### config.mk
export PLATFORM = sky130hd
export DESIGN_NAME = lock_key_loader_flat
export DESIGN_NICKNAME = d
export VERILOG_FILES = /design/src/rtl/lock_key_pkg.sv /design/src/rtl/lock_key_loader_if.sv /design/src/rtl/lk_shift_ctr.sv /design/src/rtl/lock_key_loader.sv /design/src/flat_wrapper.sv
export SDC_FILE = /design/constraint.sdc
export NUM_CORES = 1
export LEC_CHECK = 0
export ABC_CLOCK_PERIOD_IN_PS = 5600
export BUFFER_PORTS_ARGS = -buffer_cell sky130_fd_sc_hd__buf_2
export CORE_MARGIN = 4
export CORE_UTILIZATION = 45
export CTS_CLUSTER_DIAMETER = 200
export DETAILED_ROUTE_END_ITERATION = 12
export GPL_TIMING_DRIVEN = 0
export PLACE_DENSITY_LB_ADDON = 0.08
export SLEW_MARGIN = 20
export SYNTH_ARGS = -nofsm -noshare
export SYNTH_HDL_FRONTEND = slang
export SYNTH_SLANG_ARGS = --single-unit
### constraint.sdc
create_clock -name clk -period 5.6 [get_ports clk]
set_input_delay 0.56 -clock clk [delete_from_list [all_inputs] [get_ports clk]]
set_output_delay 0.56 -clock clk [all_outputs]
set_load 0.02 [all_outputs]
### src/rtl/lock_key_pkg.sv
// Shared types, constants and checksum helper for the serial key loader.
package lock_key_pkg;

  typedef enum logic [1:0] {
    IDLE      = 2'd0,
    SHIFT_KEY = 2'd1,
    SHIFT_CHK = 2'd2,
    CHECK     = 2'd3
  } key_ld_state_t;

  localparam int unsigned LK_CHK_W     = 8;
  // Widest key the fold helper accepts; narrower keys are zero-extended.
  localparam int unsigned LK_KEY_MAX_W = 256;

  // Byte-wise XOR of the key; zero padding does not change the result.
  function automatic logic [LK_CHK_W-1:0] lk_xor_fold(input logic [LK_KEY_MAX_W-1:0] key);
    logic [LK_CHK_W-1:0] acc;
    acc = '0;
    for (int unsigned b = 0; b < LK_KEY_MAX_W / LK_CHK_W; b++) begin
      acc = acc ^ key[b*LK_CHK_W +: LK_CHK_W];
    end
    return acc;
  endfunction

endpackage

### src/rtl/lock_key_loader_if.sv
// Key-store serial link plus committed-key bus toward the locked adder.
interface lock_key_loader_if #(
  parameter int unsigned KEY_W = 32
);
  logic             key_start;
  logic             key_sen;
  logic             key_sdi;
  logic [KEY_W-1:0] keyinput;
  logic             key_valid;
  logic             key_err;
  logic             busy;

  modport master (
    output key_start, key_sen, key_sdi,
    input  keyinput, key_valid, key_err, busy
  );

  modport slave (
    input  key_start, key_sen, key_sdi,
    output keyinput, key_valid, key_err, busy
  );
endinterface

### src/rtl/lk_shift_ctr.sv
// Bit counter shared by both shift phases; flags the phase's last bit.
module lk_shift_ctr #(
  parameter int unsigned W = 5
) (
  input  logic         clk,
  input  logic         rst_n,
  input  logic         i_clr,
  input  logic         i_inc,
  input  logic [W-1:0] i_last,
  output logic [W-1:0] o_cnt,
  output logic         o_tc_c
);

  logic [W-1:0] r_cnt;

  always_ff @(posedge clk) begin
    if (!rst_n) begin
      r_cnt <= '0;
    end else if (i_clr) begin
      r_cnt <= '0;
    end else if (i_inc) begin
      r_cnt <= r_cnt + W'(1);
    end
  end

  assign o_cnt  = r_cnt;
  assign o_tc_c = (r_cnt == i_last);

endmodule

### src/rtl/lock_key_loader.sv
// Receives the unlock key serially, verifies its XOR checksum and only then
// commits it to the locked adder's keyinput bus.
module lock_key_loader
  import lock_key_pkg::*;
#(
  parameter int unsigned KEY_W = 32,
  parameter int unsigned CHK_W = LK_CHK_W
) (
  input logic               clk,
  input logic               rst_n,
  lock_key_loader_if.slave  bus
);

  localparam int unsigned CNT_W     = $clog2(KEY_W);
  localparam int unsigned CHK_IDX_W = $clog2(CHK_W);

  key_ld_state_t    r_state;
  logic [KEY_W-1:0] r_shadow;
  logic [CHK_W-1:0] r_chk;
  logic [KEY_W-1:0] r_keyinput;
  logic             r_key_valid;
  logic             r_key_err;
  logic             r_busy;

  logic [CNT_W-1:0]    w_cnt;
  logic [CNT_W-1:0]    w_last;
  logic                w_tc;
  logic                w_take;
  logic                w_ctr_clr;
  logic [LK_CHK_W-1:0] w_fold;
  logic                w_chk_ok;

  // A bit is consumed only while shifting and the key store asserts key_sen.
  assign w_take    = bus.key_sen & ((r_state == SHIFT_KEY) | (r_state == SHIFT_CHK));
  assign w_last    = (r_state == SHIFT_CHK) ? CNT_W'(CHK_W - 1) : CNT_W'(KEY_W - 1);
  assign w_ctr_clr = ((r_state == IDLE) & bus.key_start) | (w_take & w_tc);
  assign w_fold    = lk_xor_fold(LK_KEY_MAX_W'(r_shadow));
  assign w_chk_ok  = (CHK_W'(w_fold) == r_chk);

  lk_shift_ctr #(.W(CNT_W)) u_ctr (
    .clk    (clk),
    .rst_n  (rst_n),
    .i_clr  (w_ctr_clr),
    .i_inc  (w_take),
    .i_last (w_last),
    .o_cnt  (w_cnt),
    .o_tc_c (w_tc)
  );

  always_ff @(posedge clk) begin
    if (!rst_n) begin
      r_state     <= IDLE;
      r_shadow    <= '0;
      r_chk       <= '0;
      r_keyinput  <= '0;
      r_key_valid <= 1'b0;
      r_key_err   <= 1'b0;
      r_busy      <= 1'b0;
    end else begin
      case (r_state)
        IDLE: begin
          if (bus.key_start) begin
            r_state     <= SHIFT_KEY;
            r_shadow    <= '0;
            r_chk       <= '0;
            r_keyinput  <= '0;
            r_key_valid <= 1'b0;
            r_key_err   <= 1'b0;
            r_busy      <= 1'b1;
          end
        end
        SHIFT_KEY: begin
          if (w_take) begin
            r_shadow[w_cnt] <= bus.key_sdi;
            if (w_tc) r_state <= SHIFT_CHK;
          end
        end
        SHIFT_CHK: begin
          if (w_take) begin
            r_chk[w_cnt[CHK_IDX_W-1:0]] <= bus.key_sdi;
            if (w_tc) r_state <= CHECK;
          end
        end
        CHECK: begin
          // Shadow reaches keyinput only through this verified commit.
          if (w_chk_ok) begin
            r_keyinput  <= r_shadow;
            r_key_valid <= 1'b1;
            r_key_err   <= 1'b0;
          end else begin
            r_keyinput  <= '0;
            r_key_valid <= 1'b0;
            r_key_err   <= 1'b1;
          end
          r_state <= IDLE;
          r_busy  <= 1'b0;
        end
        default: begin
          r_state <= IDLE;
          r_busy  <= 1'b0;
        end
      endcase
    end
  end

  assign bus.keyinput  = r_keyinput;
  assign bus.key_valid = r_key_valid;
  assign bus.key_err   = r_key_err;
  assign bus.busy      = r_busy;

endmodule

### src/flat_wrapper.sv
// flat-port wrapper written by rule: the top's interface ports become plain ports
module lock_key_loader_flat import lock_key_pkg::*;
#(
  parameter int unsigned KEY_W = 32,
  parameter int unsigned CHK_W = LK_CHK_W
)
  (clk, rst_n, bus_key_start, bus_key_sen, bus_key_sdi, bus_keyinput, bus_key_valid, bus_key_err, bus_busy);
  lock_key_loader_if #(.KEY_W(KEY_W)) bus_i ();
  input logic clk;
  input logic rst_n;
  input wire logic [$bits(bus_i.key_start)-1:0] bus_key_start;
  input wire logic [$bits(bus_i.key_sen)-1:0] bus_key_sen;
  input wire logic [$bits(bus_i.key_sdi)-1:0] bus_key_sdi;
  output wire logic [$bits(bus_i.keyinput)-1:0] bus_keyinput;
  output wire logic [$bits(bus_i.key_valid)-1:0] bus_key_valid;
  output wire logic [$bits(bus_i.key_err)-1:0] bus_key_err;
  output wire logic [$bits(bus_i.busy)-1:0] bus_busy;
  assign bus_i.key_start = bus_key_start;
  assign bus_i.key_sen = bus_key_sen;
  assign bus_i.key_sdi = bus_key_sdi;
  assign bus_keyinput = bus_i.keyinput;
  assign bus_key_valid = bus_i.key_valid;
  assign bus_key_err = bus_i.key_err;
  assign bus_busy = bus_i.busy;
  lock_key_loader #(.KEY_W(KEY_W), .CHK_W(CHK_W)) u_core (.clk(clk), .rst_n(rst_n), .bus(bus_i));
endmodule
* After elaboration in Yosys (flattened, before gate mapping)
Cells that the tools add are included.
Word-level totals: register bits 82, bits of input ports 5, output and inout bits 35
Cells by class: add/subtract/negate cells 1, magnitude comparators 4, eq/ne operators 10, multiplexer cells 28, bitwise gates (word level) 9, reductions and logical operators 11
Operators by type and width (number):
- $pmux W32 S2 | 2
- $mux W32 | 3
- $bwmux W32 | 1
- $xor A8 B8 Y8 | 3
- $mux W8 | 2
- $pmux W8 S2 | 1
- $mux W2 | 5
- $bwmux W8 | 1
- $eq A8 B8 Y1 | 1
- $ne A2 B1 Y1 const B | 4
- $pmux W2 S4 | 1
- $lt A5 B6 Y1 const B | 1
- $mux W1 | 6
- $pmux W1 S2 | 3
- $reduce_and A3 Y1 | 2
- $reduce_bool A2 Y1 | 3
- $add A5 B1 Y5 const B | 1
- $demux W1 S5 | 1
- $eq A5 B5 Y1 | 1
- $ge A5 B1 Y1 const B | 1
- $mux W5 | 1
- $reduce_and A5 Y1 | 1
- $eq A2 B2 Y1 const B | 2
- $lt A3 B4 Y1 const B | 1
- 11 further kinds | 15

* Logic depth before layout (Yosys ltp)
depth in word-level cells 7, gate-level depth with buffers 9, mapped depth without buffers 7

* By module
A second synthesis with hierarchy kept.
Second synthesis, totals: cell total of the unflattened synthesis 411, area total of the unflattened synthesis 3853.7 um^2
By module, submodules not included:
- lock_key_loader | instances 1, cells an instance 384, area each 3601.0 um^2, seq. area each 1541.5 um^2
- lk_shift_ctr | instances 1, cells an instance 27, area each 252.7 um^2, seq. area each 100.1 um^2

* Worst setup path after synthesis
OpenSTA, ideal clock, no wires.
path type input to register, from input port bus_key_sen, to register u_core.r_shadow[23], data arrival time 1.667 ns, required time 5.485 ns, path slack 3.819 ns, stages 7, buffers on the path 2, path through clkbuf_1 -> and3_1 -> o21ai_1 -> clkbuf_1 -> o21ai_0 -> o21ai_0 -> and2_1
On the way: cells in the longest elaborated chain, start to end 3
Ends and longest elaborated chain:
- start, declared | RTL line flat_wrapper.sv:12 | input wire logic [$bits(bus_i.key_sen)-1:0] bus_key_sen;
- $and A1 B1 Y1 | RTL line lock_key_loader.sv:34 | assign w_take = bus.key_sen & ((r_state == SHIFT_KEY) | (r_state == SHIFT_CHK));
- $ne A2 B1 Y1 (no source line)
- $reduce_and A3 Y1 (no source line)
- end signal, assigned by index | RTL line lock_key_loader.sv:74 | r_shadow[w_cnt] <= bus.key_sdi;
- end, declared | RTL line lock_key_loader.sv:18 | logic [KEY_W-1:0] r_shadow;
No other way between the ends. A chain may end at the register's enable or synchronous reset.

* Worst setup path after layout
from register u_core.r_state[0], to register u_core.r_shadow[4]
On the way: cells in the longest elaborated chain, start to end 5, elaborated cells between the ends (all ways) 10, classes of those cells 4 x eq/ne; 1 x mux; 2 x bitwise; 3 x reduce/logical
Ends and longest elaborated chain:
- start, declared | RTL line lock_key_loader.sv:17 | key_ld_state_t r_state;
- start signal, assigned | RTL line lock_key_loader.sv:52 | r_state <= IDLE;
- start signal, assigned | RTL line lock_key_loader.sv:63 | r_state <= SHIFT_KEY;
- start signal, assigned | RTL line lock_key_loader.sv:75 | if (w_tc) r_state <= SHIFT_CHK;
- $eq A2 B1 Y1 or $eq A2 B2 Y1 (tied branches) | RTL line lock_key_loader.sv:34, lock_key_loader.sv:60
- $or A1 B1 Y1 | RTL line lock_key_loader.sv:34
- $and A1 B1 Y1 | RTL line lock_key_loader.sv:34
- $ne A2 B1 Y1 (no source line)
- $reduce_and A3 Y1 (no source line)
Parallel ways exist; a longest one is shown, timed or not.

==> out/summary.log <==
INFO  power          seq_power_share=41.7%
INFO  logic_synthesis netlist_top_cells_area=sky130_fd_sc_hd__dfxtp_1 42%, sky130_fd_sc_hd__o21ai_0 9.6%, sky130_fd_sc_hd__a22o_1 7.2%
INFO  routing        first_iter_violations=239
INFO  logic_synthesis netlist_top_cells_count=82 x sky130_fd_sc_hd__dfxtp_1, 75 x sky130_fd_sc_hd__o21ai_0, 38 x sky130_fd_sc_hd__and2_1, 36 x sky130_fd_sc_hd__a21oi_1, 32 x sky130_fd_sc_hd__a22o_1
INFO  timing         number_of_setup_violations_in_the_final_report=0
INFO  global_route   grt_first_pass_wirelength=16500µm
INFO  floorplan      die_height=101µm
INFO  min_path       hold_path.class=register to register
INFO  routing        dr_total_vias=3344
INFO  floorplan      die_width=101µm
INFO  placement      dp_slack=3.16ns
INFO  global_route   number_of_global_route_vias_before_repair=3183
INFO  power          power_leakage=1.74nW
INFO  clock_tree     cts_buffers=9
INFO  placement      placement.io_buffers=36
INFO  logic_synthesis synthesis.instances=432
INFO  layout         finish.net_count=493
INFO  timing         period_minus_slack=2.34ns
INFO  placement      placedCellCount=573
INFO  routing        route.detailed.drc=0
INFO  global_route   grt_start_max_net_pins=16
INFO  clock_tree     clock-sinks=82
INFO  layout         synthToLayoutAreaGrowth=12.8%
INFO  floorplan      ios=40
INFO  timing         max_slew.worst_pin.slew=0.792ns
INFO  critical_path  worst_ep_required_time=5.91ns
INFO  logic_synthesis netlist.area_leader.share=42.0%
INFO  power          p_sw_share=38.1%
INFO  timing         grt_setup_unrepaired=false
INFO  timing         timing_max_transition_violations_final=0
INFO  logic_synthesis asyncSetResetFlopFracSynth=0%
INFO  timing         max_freq=427MHz
INFO  layout         final_core_utilization=52.8%
INFO  placement      area_post_placement=0.00422mm²
INFO  logic_synthesis postSynthAreaPerCell=9.04µm²
INFO  layout         stdcell_area=0.00440mm²
INFO  timing         hold_ws=0.457ns
INFO  outcome        run_status=complete, no violations
INFO  power          power.combinational.fraction=30.1%
INFO  timing         relSlewSlack=47.2%
INFO  clock_tree     cts_htree_levels=3
INFO  routing        ant_nets=0
INFO  timing         layout_worst_path_cycle_share=41.8%
INFO  layout         drive_gt1_share=12.2%
INFO  clock_tree     post_cts_setup_buffer_count=0
INFO  power          total_switching_power=0.558mW
INFO  layout         n_antenna_cell=0
INFO  critical_path  critical_path_startpoint_category=register
INFO  clock_tree     worstSkewPairLatency=0.36ns
INFO  logic_synthesis synth-seq-area-share=42.0%
INFO  logic_synthesis syn_area=0.00390mm²
INFO  floorplan      fp-row-count=33
INFO  power          power_frac_clock=28.2%
INFO  timing         final.setup_skew=0.0158ns
INFO  power          report.power.total=1.47mW
INFO  clock_tree     tritoncts=done
INFO  floorplan      placeableCoreArea=0.00834mm²
INFO  logic_synthesis most_frequent_cell_after_synthesis=sky130_fd_sc_hd__dfxtp_1
INFO  critical_path  timing.setup.critical_path_class=register to register
INFO  logic_synthesis ys_dominant_reg_cell=sky130_fd_sc_hd__dfxtp_1
INFO  layout         layout.cells.non_filler=589
INFO  global_route   grt.overflow.total=0
INFO  critical_path  cp_max_fo=10
INFO  power          peakVddDrop=197µV
INFO  routing        vias_per_cell=5.68
INFO  timing         timing.setup.tns=0ns
INFO  power          cellInternalPower=0.908mW
INFO  logic_synthesis post_synth_num_cell_types=42
INFO  clock_tree     holdBufCountCts=0
INFO  placement      dp.final_hpwl=7540µm
INFO  clock_tree     clk_pin_slew=0.09ns
INFO  floorplan      start_util=46.8%
INFO  global_route   tot_gr_track_use=21.1%
INFO  timing         report.final.hold_viol_count=0
INFO  logic_synthesis synth-edff-count=0
INFO  critical_path  critical_path_arrival=2.65ns
INFO  routing        drt_wl_total=10400µm
INFO  routing        routedWlPerCell=17.7µm
INFO  critical_path  crit_path_end_kind=register
INFO  logic_synthesis postSynthNetCount=446
INFO  placement      gp_congestion=0.923
INFO  clock_tree     cts.path.max_buffers=2
INFO  timing         postLayoutSetupSlackWorst=3.26ns
INFO  floorplan      floorplan.die_area=0.0102mm²
INFO  flow_run       max_cap_viol_count=0
INFO  routing        drt_pass1_iterations=4
INFO  power          power_density=333mW/mm²
INFO  clock_tree     cts-root-buf=sky130_fd_sc_hd__clkbuf_8
INFO  logic_synthesis synth_seq_cells=82
INFO  global_route   number_of_antenna_violations_at_the_first_check_in_global_routing=0
INFO  clock_tree     cts_resized=0
INFO  logic_synthesis yosys.area.top_type=sky130_fd_sc_hd__dfxtp_1
INFO  logic_synthesis yosysWarnings=0
## layout make-up
| type | instances | area [µm²] |
|---|---|---|
| timing repair buffer | 36 | 180 |
| fill | 809 | 3940 |
| clock buffer | 10 | 138 |
| clock inverter | 6 | 50.0 |
| multi-input combinational | 310 | 2090 |
| sequential | 82 | 1640 |
| inverter | 10 | 37.5 |
| tap | 105 | 131 |
| buffer | 30 | 136 |
## layout by cell type (no fill, tap or decap), drive strengths merged, types with 8 or more instances in the layout
cell	instances
dfxtp	82
o21ai	77
buf	40
and2	38
a21oi	36
clkbuf	36
a22o	32
xnor2	19
nand2	14
nor2	12
nand3	12
inv	11
nand4	10
ha	9
xnor3	8
## logic make-up after synthesis
group,synth area share [%]
adders and majority gates,2.88
xor gates and xnor gates,8.88
AOI/OAI and AO/OA,25.2
buffers and inverters,4.45
muxes,0.545
DFF,42.0
and+or+nand+nor,16.0
## critical path, cell delays in order (launching register included)
cell and delay (ns):
sky130_fd_sc_hd__dfxtp_1 0.37, sky130_fd_sc_hd__inv_1 0.10, sky130_fd_sc_hd__ha_1 0.41, sky130_fd_sc_hd__and3_1 0.20
sky130_fd_sc_hd__o21ai_1 0.38, sky130_fd_sc_hd__clkbuf_1 0.41, sky130_fd_sc_hd__o21ai_0 0.17, sky130_fd_sc_hd__o21ai_0 0.09
sky130_fd_sc_hd__and2_1 0.15
## registers in the layout, indices dropped and copies added (netlist names)
| register | cells |
|---|---|
| u_core.bus.busy | 1 |
| u_core.r_chk | 8 |
| u_core.u_ctr.o_cnt | 5 |
| u_core.r_shadow | 32 |
| u_core.r_state | 2 |
| u_core.bus.key_err | 1 |
| u_core.bus.key_valid | 1 |
| u_core.bus.keyinput | 32 |
## power groups by stage
stage                     sequential, mW  clock (mW)  combinational [mW]
final                              0.611       0.414               0.442
after global routing               0.614       0.452               0.491
after CTS                          0.611       0.419               0.434
after detailed placement           0.625           0               0.431
after global placement             0.625           0               0.425
after floorplan                    0.625           0               0.316
## worst paths after layout
check                                          from                                end  slack, ns  depth (start not counted)
setup reg to reg     u_core.r_state[0]$_SDFFE_PN0P_    u_core.r_shadow[4]$_SDFFE_PN0P_       3.26                          8
hold / removal    u_core.bus.key_valid$_SDFFE_PN0P_  u_core.bus.key_valid$_SDFFE_PN0P_       0.46                          1
hold reg to reg   u_core.bus.key_valid$_SDFFE_PN0P_  u_core.bus.key_valid$_SDFFE_PN0P_       0.46                          1
setup / recovery     u_core.r_state[0]$_SDFFE_PN0P_    u_core.r_shadow[4]$_SDFFE_PN0P_       3.26                          8
## per-layer routing
metal	vias to the layer above	GRT usage (%)	routed length [µm]
met4	0	8.28	278
li1	1635	-	-
met3	18	4.41	464
met2	99	34.1	4830
met5	-	0	0
met1	1592	27.6	4840
Note: power is estimated with default switching activity, not from simulation.
